[src/rtl/reg_scoreboard_if.sv]
// Bundles the ID read/issue, writeback and scoreboard status signals.
interface reg_scoreboard_if #(
  parameter int unsigned NUM_REGS = 32,
  parameter int unsigned ADDR_W   = 5,
  parameter int unsigned PEND_W   = 2
);
  logic                       read1_flag;
  logic [ADDR_W-1:0]          read1_address;
  logic                       read2_flag;
  logic [ADDR_W-1:0]          read2_address;
  logic                       issue_valid;
  logic                       issue_wen;
  logic [ADDR_W-1:0]          issue_rd;
  logic                       flush;
  logic                       wb_flag;
  logic [ADDR_W-1:0]          wb_address;
  logic                       stall;
  logic                       issue_accept;
  logic [NUM_REGS-1:0]        busy_mask;
  logic [ADDR_W+PEND_W-1:0]   inflight_cnt;
  logic                       err_underflow;

  // Pipeline side: drives ID and writeback information, observes the verdict.
  modport master (
    output read1_flag, read1_address, read2_flag, read2_address,
           issue_valid, issue_wen, issue_rd, flush, wb_flag, wb_address,
    input  stall, issue_accept, busy_mask, inflight_cnt, err_underflow
  );

  // Scoreboard side.
  modport slave (
    input  read1_flag, read1_address, read2_flag, read2_address,
           issue_valid, issue_wen, issue_rd, flush, wb_flag, wb_address,
    output stall, issue_accept, busy_mask, inflight_cnt, err_underflow
  );
endinterface

[src/rtl/reg_scoreboard.sv]
// Register scoreboard: counts in-flight writes per register between ID issue and
// writeback, and stalls ID on RAW hazards the regfile writeback bypass cannot cover.
module reg_scoreboard #(
  parameter int unsigned NUM_REGS = 32,
  parameter int unsigned ADDR_W   = 5,
  parameter int unsigned PEND_W   = 2
) (
  input logic              clk,
  input logic              rst,
  reg_scoreboard_if.slave  sb
);
  localparam int unsigned CNT_W    = ADDR_W + PEND_W;
  localparam int unsigned MAX_PEND = (1 << PEND_W) - 1;

  logic [PEND_W-1:0] pending_q [NUM_REGS];
  logic [PEND_W-1:0] pending_d [NUM_REGS];
  logic [CNT_W-1:0]  inflight_q, inflight_d;
  logic              err_q, err_d;

  logic [PEND_W-1:0] pend_r1, pend_r2, pend_rd, pend_wb;
  logic              haz1, haz2, full;
  logic              stall_c, accept_c, inc, dec;
  logic [NUM_REGS-1:0] busy_c;

  // Hazard detection and issue decision, purely from inputs and current state.
  always_comb begin
    pend_r1  = pending_q[sb.read1_address];
    pend_r2  = pending_q[sb.read2_address];
    pend_rd  = pending_q[sb.issue_rd];
    pend_wb  = pending_q[sb.wb_address];

    // A single outstanding write retiring now is served by the regfile bypass.
    haz1 = sb.read1_flag && (sb.read1_address != '0) && (pend_r1 != '0) &&
           !(sb.wb_flag && (sb.wb_address == sb.read1_address) &&
             (pend_r1 == PEND_W'(1)));
    haz2 = sb.read2_flag && (sb.read2_address != '0) && (pend_r2 != '0) &&
           !(sb.wb_flag && (sb.wb_address == sb.read2_address) &&
             (pend_r2 == PEND_W'(1)));
    // A saturated counter may take one more issue only if it also retires one now.
    full = sb.issue_valid && sb.issue_wen && (sb.issue_rd != '0) &&
           (pend_rd == PEND_W'(MAX_PEND)) &&
           !(sb.wb_flag && (sb.wb_address == sb.issue_rd));

    stall_c  = !rst && sb.issue_valid && !sb.flush && (haz1 || haz2 || full);
    accept_c = !rst && sb.issue_valid && !sb.flush && !stall_c;
    inc      = accept_c && sb.issue_wen && (sb.issue_rd != '0);
    dec      = sb.wb_flag && (sb.wb_address != '0);
  end

  // Next-state for pending counters, in-flight total and sticky underflow flag.
  always_comb begin
    pending_d  = pending_q;
    inflight_d = inflight_q;
    err_d      = err_q;

    if (dec && (pend_wb == '0)) begin
      err_d = 1'b1;
    end

    if (inc && dec && (sb.issue_rd == sb.wb_address)) begin
      // Issue and retire on the same register cancel out.
    end else begin
      if (inc) begin
        pending_d[sb.issue_rd] = pend_rd + PEND_W'(1);
        inflight_d             = inflight_d + CNT_W'(1);
      end
      if (dec && (pend_wb != '0)) begin
        pending_d[sb.wb_address] = pend_wb - PEND_W'(1);
        inflight_d               = inflight_d - CNT_W'(1);
      end
    end
    pending_d[0] = '0;
  end

  // State registers with synchronous reset.
  always_ff @(posedge clk) begin
    if (rst) begin
      for (int r = 0; r < int'(NUM_REGS); r++) begin
        pending_q[r] <= '0;
      end
      inflight_q <= '0;
      err_q      <= 1'b0;
    end else begin
      pending_q  <= pending_d;
      inflight_q <= inflight_d;
      err_q      <= err_d;
    end
  end

  // Busy view of the counters; held at zero while in reset.
  always_comb begin
    busy_c = '0;
    for (int r = 1; r < int'(NUM_REGS); r++) begin
      busy_c[r] = !rst && (pending_q[r] != '0);
    end
  end

  assign sb.stall         = stall_c;
  assign sb.issue_accept  = accept_c;
  assign sb.busy_mask     = busy_c;
  assign sb.inflight_cnt  = inflight_q;
  assign sb.err_underflow = err_q;
endmodule

[src/flat_wrapper.sv]
// flat-port wrapper written by rule: the top's interface ports become plain ports
module reg_scoreboard_flat 
#(
  parameter int unsigned NUM_REGS = 32,
  parameter int unsigned ADDR_W   = 5,
  parameter int unsigned PEND_W   = 2
)
  (clk, rst, sb_read1_flag, sb_read1_address, sb_read2_flag, sb_read2_address, sb_issue_valid, sb_issue_wen, sb_issue_rd, sb_flush, sb_wb_flag, sb_wb_address, sb_stall, sb_issue_accept, sb_busy_mask, sb_inflight_cnt, sb_err_underflow);
  reg_scoreboard_if #(.NUM_REGS(NUM_REGS), .ADDR_W(ADDR_W), .PEND_W(PEND_W)) sb_i ();
  input logic clk;
  input logic rst;
  input wire logic [$bits(sb_i.read1_flag)-1:0] sb_read1_flag;
  input wire logic [$bits(sb_i.read1_address)-1:0] sb_read1_address;
  input wire logic [$bits(sb_i.read2_flag)-1:0] sb_read2_flag;
  input wire logic [$bits(sb_i.read2_address)-1:0] sb_read2_address;
  input wire logic [$bits(sb_i.issue_valid)-1:0] sb_issue_valid;
  input wire logic [$bits(sb_i.issue_wen)-1:0] sb_issue_wen;
  input wire logic [$bits(sb_i.issue_rd)-1:0] sb_issue_rd;
  input wire logic [$bits(sb_i.flush)-1:0] sb_flush;
  input wire logic [$bits(sb_i.wb_flag)-1:0] sb_wb_flag;
  input wire logic [$bits(sb_i.wb_address)-1:0] sb_wb_address;
  output wire logic [$bits(sb_i.stall)-1:0] sb_stall;
  output wire logic [$bits(sb_i.issue_accept)-1:0] sb_issue_accept;
  output wire logic [$bits(sb_i.busy_mask)-1:0] sb_busy_mask;
  output wire logic [$bits(sb_i.inflight_cnt)-1:0] sb_inflight_cnt;
  output wire logic [$bits(sb_i.err_underflow)-1:0] sb_err_underflow;
  assign sb_i.read1_flag = sb_read1_flag;
  assign sb_i.read1_address = sb_read1_address;
  assign sb_i.read2_flag = sb_read2_flag;
  assign sb_i.read2_address = sb_read2_address;
  assign sb_i.issue_valid = sb_issue_valid;
  assign sb_i.issue_wen = sb_issue_wen;
  assign sb_i.issue_rd = sb_issue_rd;
  assign sb_i.flush = sb_flush;
  assign sb_i.wb_flag = sb_wb_flag;
  assign sb_i.wb_address = sb_wb_address;
  assign sb_stall = sb_i.stall;
  assign sb_issue_accept = sb_i.issue_accept;
  assign sb_busy_mask = sb_i.busy_mask;
  assign sb_inflight_cnt = sb_i.inflight_cnt;
  assign sb_err_underflow = sb_i.err_underflow;
  reg_scoreboard #(.NUM_REGS(NUM_REGS), .ADDR_W(ADDR_W), .PEND_W(PEND_W)) u_core (.clk(clk), .rst(rst), .sb(sb_i));
endmodule
[config.mk]
export PLATFORM = sky130hd
export DESIGN_NAME = reg_scoreboard_flat
export DESIGN_NICKNAME = d
export VERILOG_FILES = /design/src/rtl/reg_scoreboard_if.sv /design/src/rtl/reg_scoreboard.sv /design/src/flat_wrapper.sv
export SDC_FILE = /design/constraint.sdc
export NUM_CORES = 1
export LEC_CHECK = 0
export BUFFER_PORTS_ARGS = -buffer_cell sky130_fd_sc_hd__buf_2
export CAP_MARGIN = 20
export CORE_MARGIN = 4
export CORE_UTILIZATION = 50
export DETAILED_ROUTE_END_ITERATION = 7
export HOLD_SLACK_MARGIN = 0.05
export PLACE_DENSITY = 0.74
export SETUP_SLACK_MARGIN = 0.05
export SYNTH_ARGS = -nofsm -noshare
export SYNTH_HDL_FRONTEND = slang
export SYNTH_SLANG_ARGS = --single-unit
[constraint.sdc]
create_clock -name clk -period 4.7 [get_ports clk]
set_clock_uncertainty 0.2 [all_clocks]
set_input_delay 0.47 -clock clk [delete_from_list [all_inputs] [get_ports clk]]
set_output_delay 0.47 -clock clk [all_outputs]
set_load 0.05 [all_outputs]
After elaboration in Yosys (flattened, before gate mapping)
Cells that the tools add are included.
Widths: inputs -> output; s select.

storage, ports and cells
  input bits = 28
  logic and storage cells = 184
  bits in registers = 70

operators by class
  equal/unequal tests = 7
  bitwise operators = 4
  magnitude comparators = 6
  mux-type cells = 24
  $add $sub $neg = 4
  reductions and logical operators = 106

operators with widths
  cell                 count
  $bwmux 64            2
  $mux 64              2
  $reduce_bool 2->1    34
  $mux 62              1
  $logic_and 1x1->1    59
  $bmux 2 s5           4
  $ge 6x6->1 const B   4
  $not 5->6            4
  $mux 7               3
  $demux 2 s5          2
  $eq 5x5->1           4
  $mux 2               10
  $reduce_bool 5->1    4
  $lt 6x1->1 const B   2
  $add 7x1->7 const B  1
  $sub 7x1->7 const B  1
  $logic_not 1->1      6
  $eq 2x1->1 const B   2
  $add 2x1->2 const B  1
  $eq 2x2->1 const B   1
  $logic_not 2->1      1
  $logic_or 1x1->1     2
  $sub 2x1->2 const B  1

Logic depth before layout (Yosys ltp)
  depth after elaboration = 20
  depth in mapped cells = 23

Worst setup path after synthesis
Ideal clock, no wire load.

  kind = input-to-output
  from = input port sb_issue_rd[0]
  to = output port sb_issue_accept
  arrival = 5.094 ns
  cell stages on the path = 15
  data required time = 4.030 ns
  path slack = -1.064 ns
  cell sequence = clkbuf_1 -> clkbuf_1 -> buf_1 -> mux4_2 -> nand2_1 -> o21ai_0 -> a221oi_1 -> nand3_1 -> ha_1 -> nand2_1 -> a311oi_1 -> a31oi_2 -> nand4_4 -> buf_6 -> nor4b_1

on the way
  cells in the longest elaborated chain, start to end = 11

RTL lines
  element                                    line                  text
  start: declaration                         flat_wrapper.sv:18    input wire logic [$bits(sb_i.issue_rd)-1:0] sb_issue_rd;
  $not 5->6 (not written as such)            reg_scoreboard.sv:29  pend_rd = pending_q[sb.issue_rd];
  $bmux 2 s5                                 reg_scoreboard.sv:29
  $mux 2 (not written as such) (2 in a row)  reg_scoreboard.sv:29
  $eq 2x2->1                                 reg_scoreboard.sv:41  (pend_rd == PEND_W'(MAX_PEND)) &&
  $logic_and 1x1->1                          reg_scoreboard.sv:40  full = sb.issue_valid && sb.issue_wen && (sb.issue_rd != '0) &&
  $logic_and 1x1->1 (*)                      reg_scoreboard.sv:41
  $logic_or 1x1->1 (*)                       reg_scoreboard.sv:44  stall_c = !rst && sb.issue_valid && !sb.flush && (haz1 || haz2 || full);
  $logic_and 1x1->1 (*)                      reg_scoreboard.sv:44
  $logic_not 1->1 (*)                        reg_scoreboard.sv:45  accept_c = !rst && sb.issue_valid && !sb.flush && !stall_c;
  $logic_and 1x1->1 (*)                      reg_scoreboard.sv:45
  end: declaration                           flat_wrapper.sv:23    output wire logic [$bits(sb_i.issue_accept)-1:0] sb_issue_accept;

Every way passes the cells marked *; elsewhere a longest branch is shown, timed or not. The select of a mux whose other input is x is not followed.

Worst setup path in the final report
Same ends and word-level chain as after synthesis.

==> results by group <==
Run status
  – Status: complete, no violations

Pwr
  – Max IR drop VDD: around 0.00020 V
  – LEAKAGE: around 2.9 nW
  – Pwr/cell area: 224 nW/um^2

Timing
  – Crit share post-route: ~88%
  – Worst Slack Setup Final: roughly 0.55 ns
  – Max-slew violations: 0
  – Final setup vio count: 0
  – Post-route setup TNS: 0 ns
  – Minimum clock period: slightly above 4 ns
  – Relative slew slack: 47.7%
  – RSZ-0062 raised after global routing: false
  – Slew @ Worst Pin: 0.784 ns
  – Final Hold Violating Endpoints: 0
  – Peak Freq: 241 MHz
  – Worst hold margin: 0.294 ns

Detailed routing
  – Drt pass-1 iters: 7
  – Per-cell routed wire length: 23.5 microns
  – Routed WL: 26.8 mm
  – Drt drc: 0
  – Via-to-Cell Ratio: about 7
  – Vias: 7914
  – DRT iter0 DRCs: 1169
  – Post-route antenna net violation count: 0

Final layout
  – Register area: 1400 sq um
  – Layout cells sized above 1: 21.0%
  – Fill count: 1343
  – Most common cell after layout, fill and taps aside: nor2_1
  – Footprint of the multi-input gates: 5230 sq um
  – Final instance count without filler cells: 1139
  – Number of inserted diodes: 0
  – Commonest non-fill, non-tap cells in the layout: 173 x nor2_1, 102 x nand2_1, 70 x dfxtp_1
  – Area growth syn-to-layout: 11.6%
  – Final nets: around 990

GRT
  – Grt met3 use: 9.77%
  – Vias in the first global route: 7299
  – Initial antenna violation count: 0
  – Met1 GRT Util: 45.0%
  – Most used routing layer: met2
  – Largest net degree at the start of global routing: 52
  – M2 GR Usage: 48.8%
  – First-pass GRT wire length: between 40 and 50 mm
  – Total GRT Usage: 33.2%
  – Total grt overflow: 0

Die
  – Site Rows: 43
  – Die width: approximately 130 microns
  – DIE HEIGHT: 127 microns
  – Die area: 16000 sq um
  – Core area: roughly 14000 sq um
  – IO Pins: 70
  – Starting Density: between 50 and 60%

Logic synthesis
  – Area leader, netlist: dfxtp_1
  – Post-synth top area share: 19.9%
  – Ys flop type: dfxtp_1
  – Register area share after synthesis: around a fifth
  – Seq cells post-synth: 70
  – Largest cells by area after synthesis: dfxtp_1 20%, mux4_2 16%, nor2_1 9.2%
  – Synth Instances: 918
  – Synth async-reset ratio: 0%
  – Post-synth net total: 950
  – Netlist cell types: 71
  – Number of synthesized flops with an enable pin: 0
  – Mean post-synth cell area: 7.67 sq um
  – Synthesized cell area: 7040 sq um
  – Ys Warns: 0

Clocking
  – CTS tree: yes
  – Reg clk slew, reported paths: 0.06 ns
  – PostCTS Resize Cnt: 0
  – CTS HTree Levels: 3
  – Clock Latency Late Sink: 0.35 ns
  – Clock sinks: 70
  – Worst-case clock buffer depth: 2
  – CTS buffer count: 9
  – Root Buffer: clkbuf_16
  – Post-CTS setup buffer count: 0
  – Post-CTS Hold Buffers: 0

Worst setup path
  – R2r startpoint: u_core.pending_q[24]
  – CP Data Required Time: 4.03 ns
  – Setup CP Type: input port to output pin
  – Endpoint class of the critical path: output pin
  – R2r endpoint: u_core.pending_q[31]
  – R2R Setup Slk: a little over 0.7 ns
  – CP max FO: 18
  – Worst EP arrival: 3.48 ns
  – CP Launch Type: input port
  – Worst Reg-to-Reg Cells: 17

Placement
  – Port Buf Inserts: 68
  – Pre-CTS setup slack: 0.261 ns
  – DP Wirelength: 19.1 mm
  – Routability Congestion: ~1.1
  – Dpl cells: ~1100

Min path
  – Worst hold path class: flip-flop to flip-flop
  – Worst hold start: u_core.sb.err_underflow
  – Hold path depth: 2
  – WHS Endpoint: u_core.sb.err_underflow

Job
  – Max Cap Viol: 0
[worst max-delay path by stage]
stage / to / depth (start not counted) / slack (ns) / from
floorplan: u_core.sb.inflight_cnt[6] / 21 / 0.11 / sb_issue_rd[1]
global placement: u_core.sb.inflight_cnt[4] / 22 / 0.40 / sb_issue_rd[0]
detailed placement: u_core.sb.inflight_cnt[6] / 20 / 0.26 / sb_issue_rd[0]
CTS: sb_issue_accept / 14 / 0.58 / sb_issue_rd[0]
global route: u_core.sb.inflight_cnt[4] / 22 / 0.12 / sb_issue_rd[0]
finish: sb_issue_accept / 14 / 0.55 / sb_issue_rd[0]
[power breakdown]
group	leakage, nW	switching [W]	internal [W]	total, W
Combinational	2.15	0.000263	0.000124	0.000387
Clock	0.155	0.000282	0.000462	0.000744
Sequential	0.565	0.0000216	0.000605	0.000626
[kinds of logic after synthesis]
kind of cell               Yosys count  synth area share (%)
AOI/OAI and AO/OA                  223                  20.6
and+or+nand+nor                    410                  27.7
DFF                                 70                  19.9
other                                1                0.0533
muxes                               95                  22.4
adders and majority gates            4                 0.711
buffers and inverters               93                  5.99
xor gates and xnor gates            22                  2.74
[state kept, by name, summed over array words and instances, names as in the netlist]
register                 cells
u_core.pending_q            62
u_core.sb.inflight_cnt       7
u_core.sb.err_underflow      1
[metal layers]
metal | vias up | part of all wire [%]
li1 | 3481 | -
met1 | 3670 | 37
met2 | 663 | 44
met3 | 100 | 15
met4 | 0 | 4.1
met5 | - | 0
[critical path, stage by stage]
cell and delay, ns:
buf_2 0.37, mux4_2 0.55, nand2_1 0.13, nand2_1 0.08, nor3_1 0.21, nand4b_1 0.15, ha_1 0.23, nand2_1 0.06
a311oi_1 0.05, a31oi_2 0.23, nand4_4 0.14, buf_4 0.27, nor4b_4 0.22, buf_2 0.30
[Yosys cell counts (5+ instances only)]
library cell  count
mux4_2           49
mux2i_1          38
a221oi_1         11
buf_2            16
dfxtp_1          70
or3_1             6
mux2_2            8
buf_6             5
nor3_1           16
nor2_1          173
nand3_1          25
nor3_2            5
o22ai_1          26
o211ai_1          8
and3b_1           5
nor4_1           10
o21ai_0          40
a22oi_1          11
nor2b_1           7
inv_1            14
and2_1            8
xor2_1           15
nor3b_1           5
and3_1            8
xnor2_1           7
a21oi_1          52
buf_1             8
clkbuf_1         46
a211oi_1         16
nand4b_1          5
a31oi_1          19
nand2_1         102
o31ai_1           6
nand3b_1          7
[per-stage QoR]
step	area (sq um)	power, W	util, %
detailed placement	7550	0.00101	54.6
finish	7860	0.00176	56.8
global placement	7550	0.00101	54.6
CTS	7860	0.00175	56.8
global route	7860	0.00182	56.8
floorplan	7060	0.000905	-
[final cells by class]
type	instances	share of cell area [%]
Clock buffer	9	2.87
Clock inverter	6	1.11
Sequential cell	70	17.8
Multi-Input combinational cell	755	66.6
Inverter	14	0.669
Tap cell	180	2.87
Timing Repair Buffer	105	8.06
(Power assumes the default switching activity.)
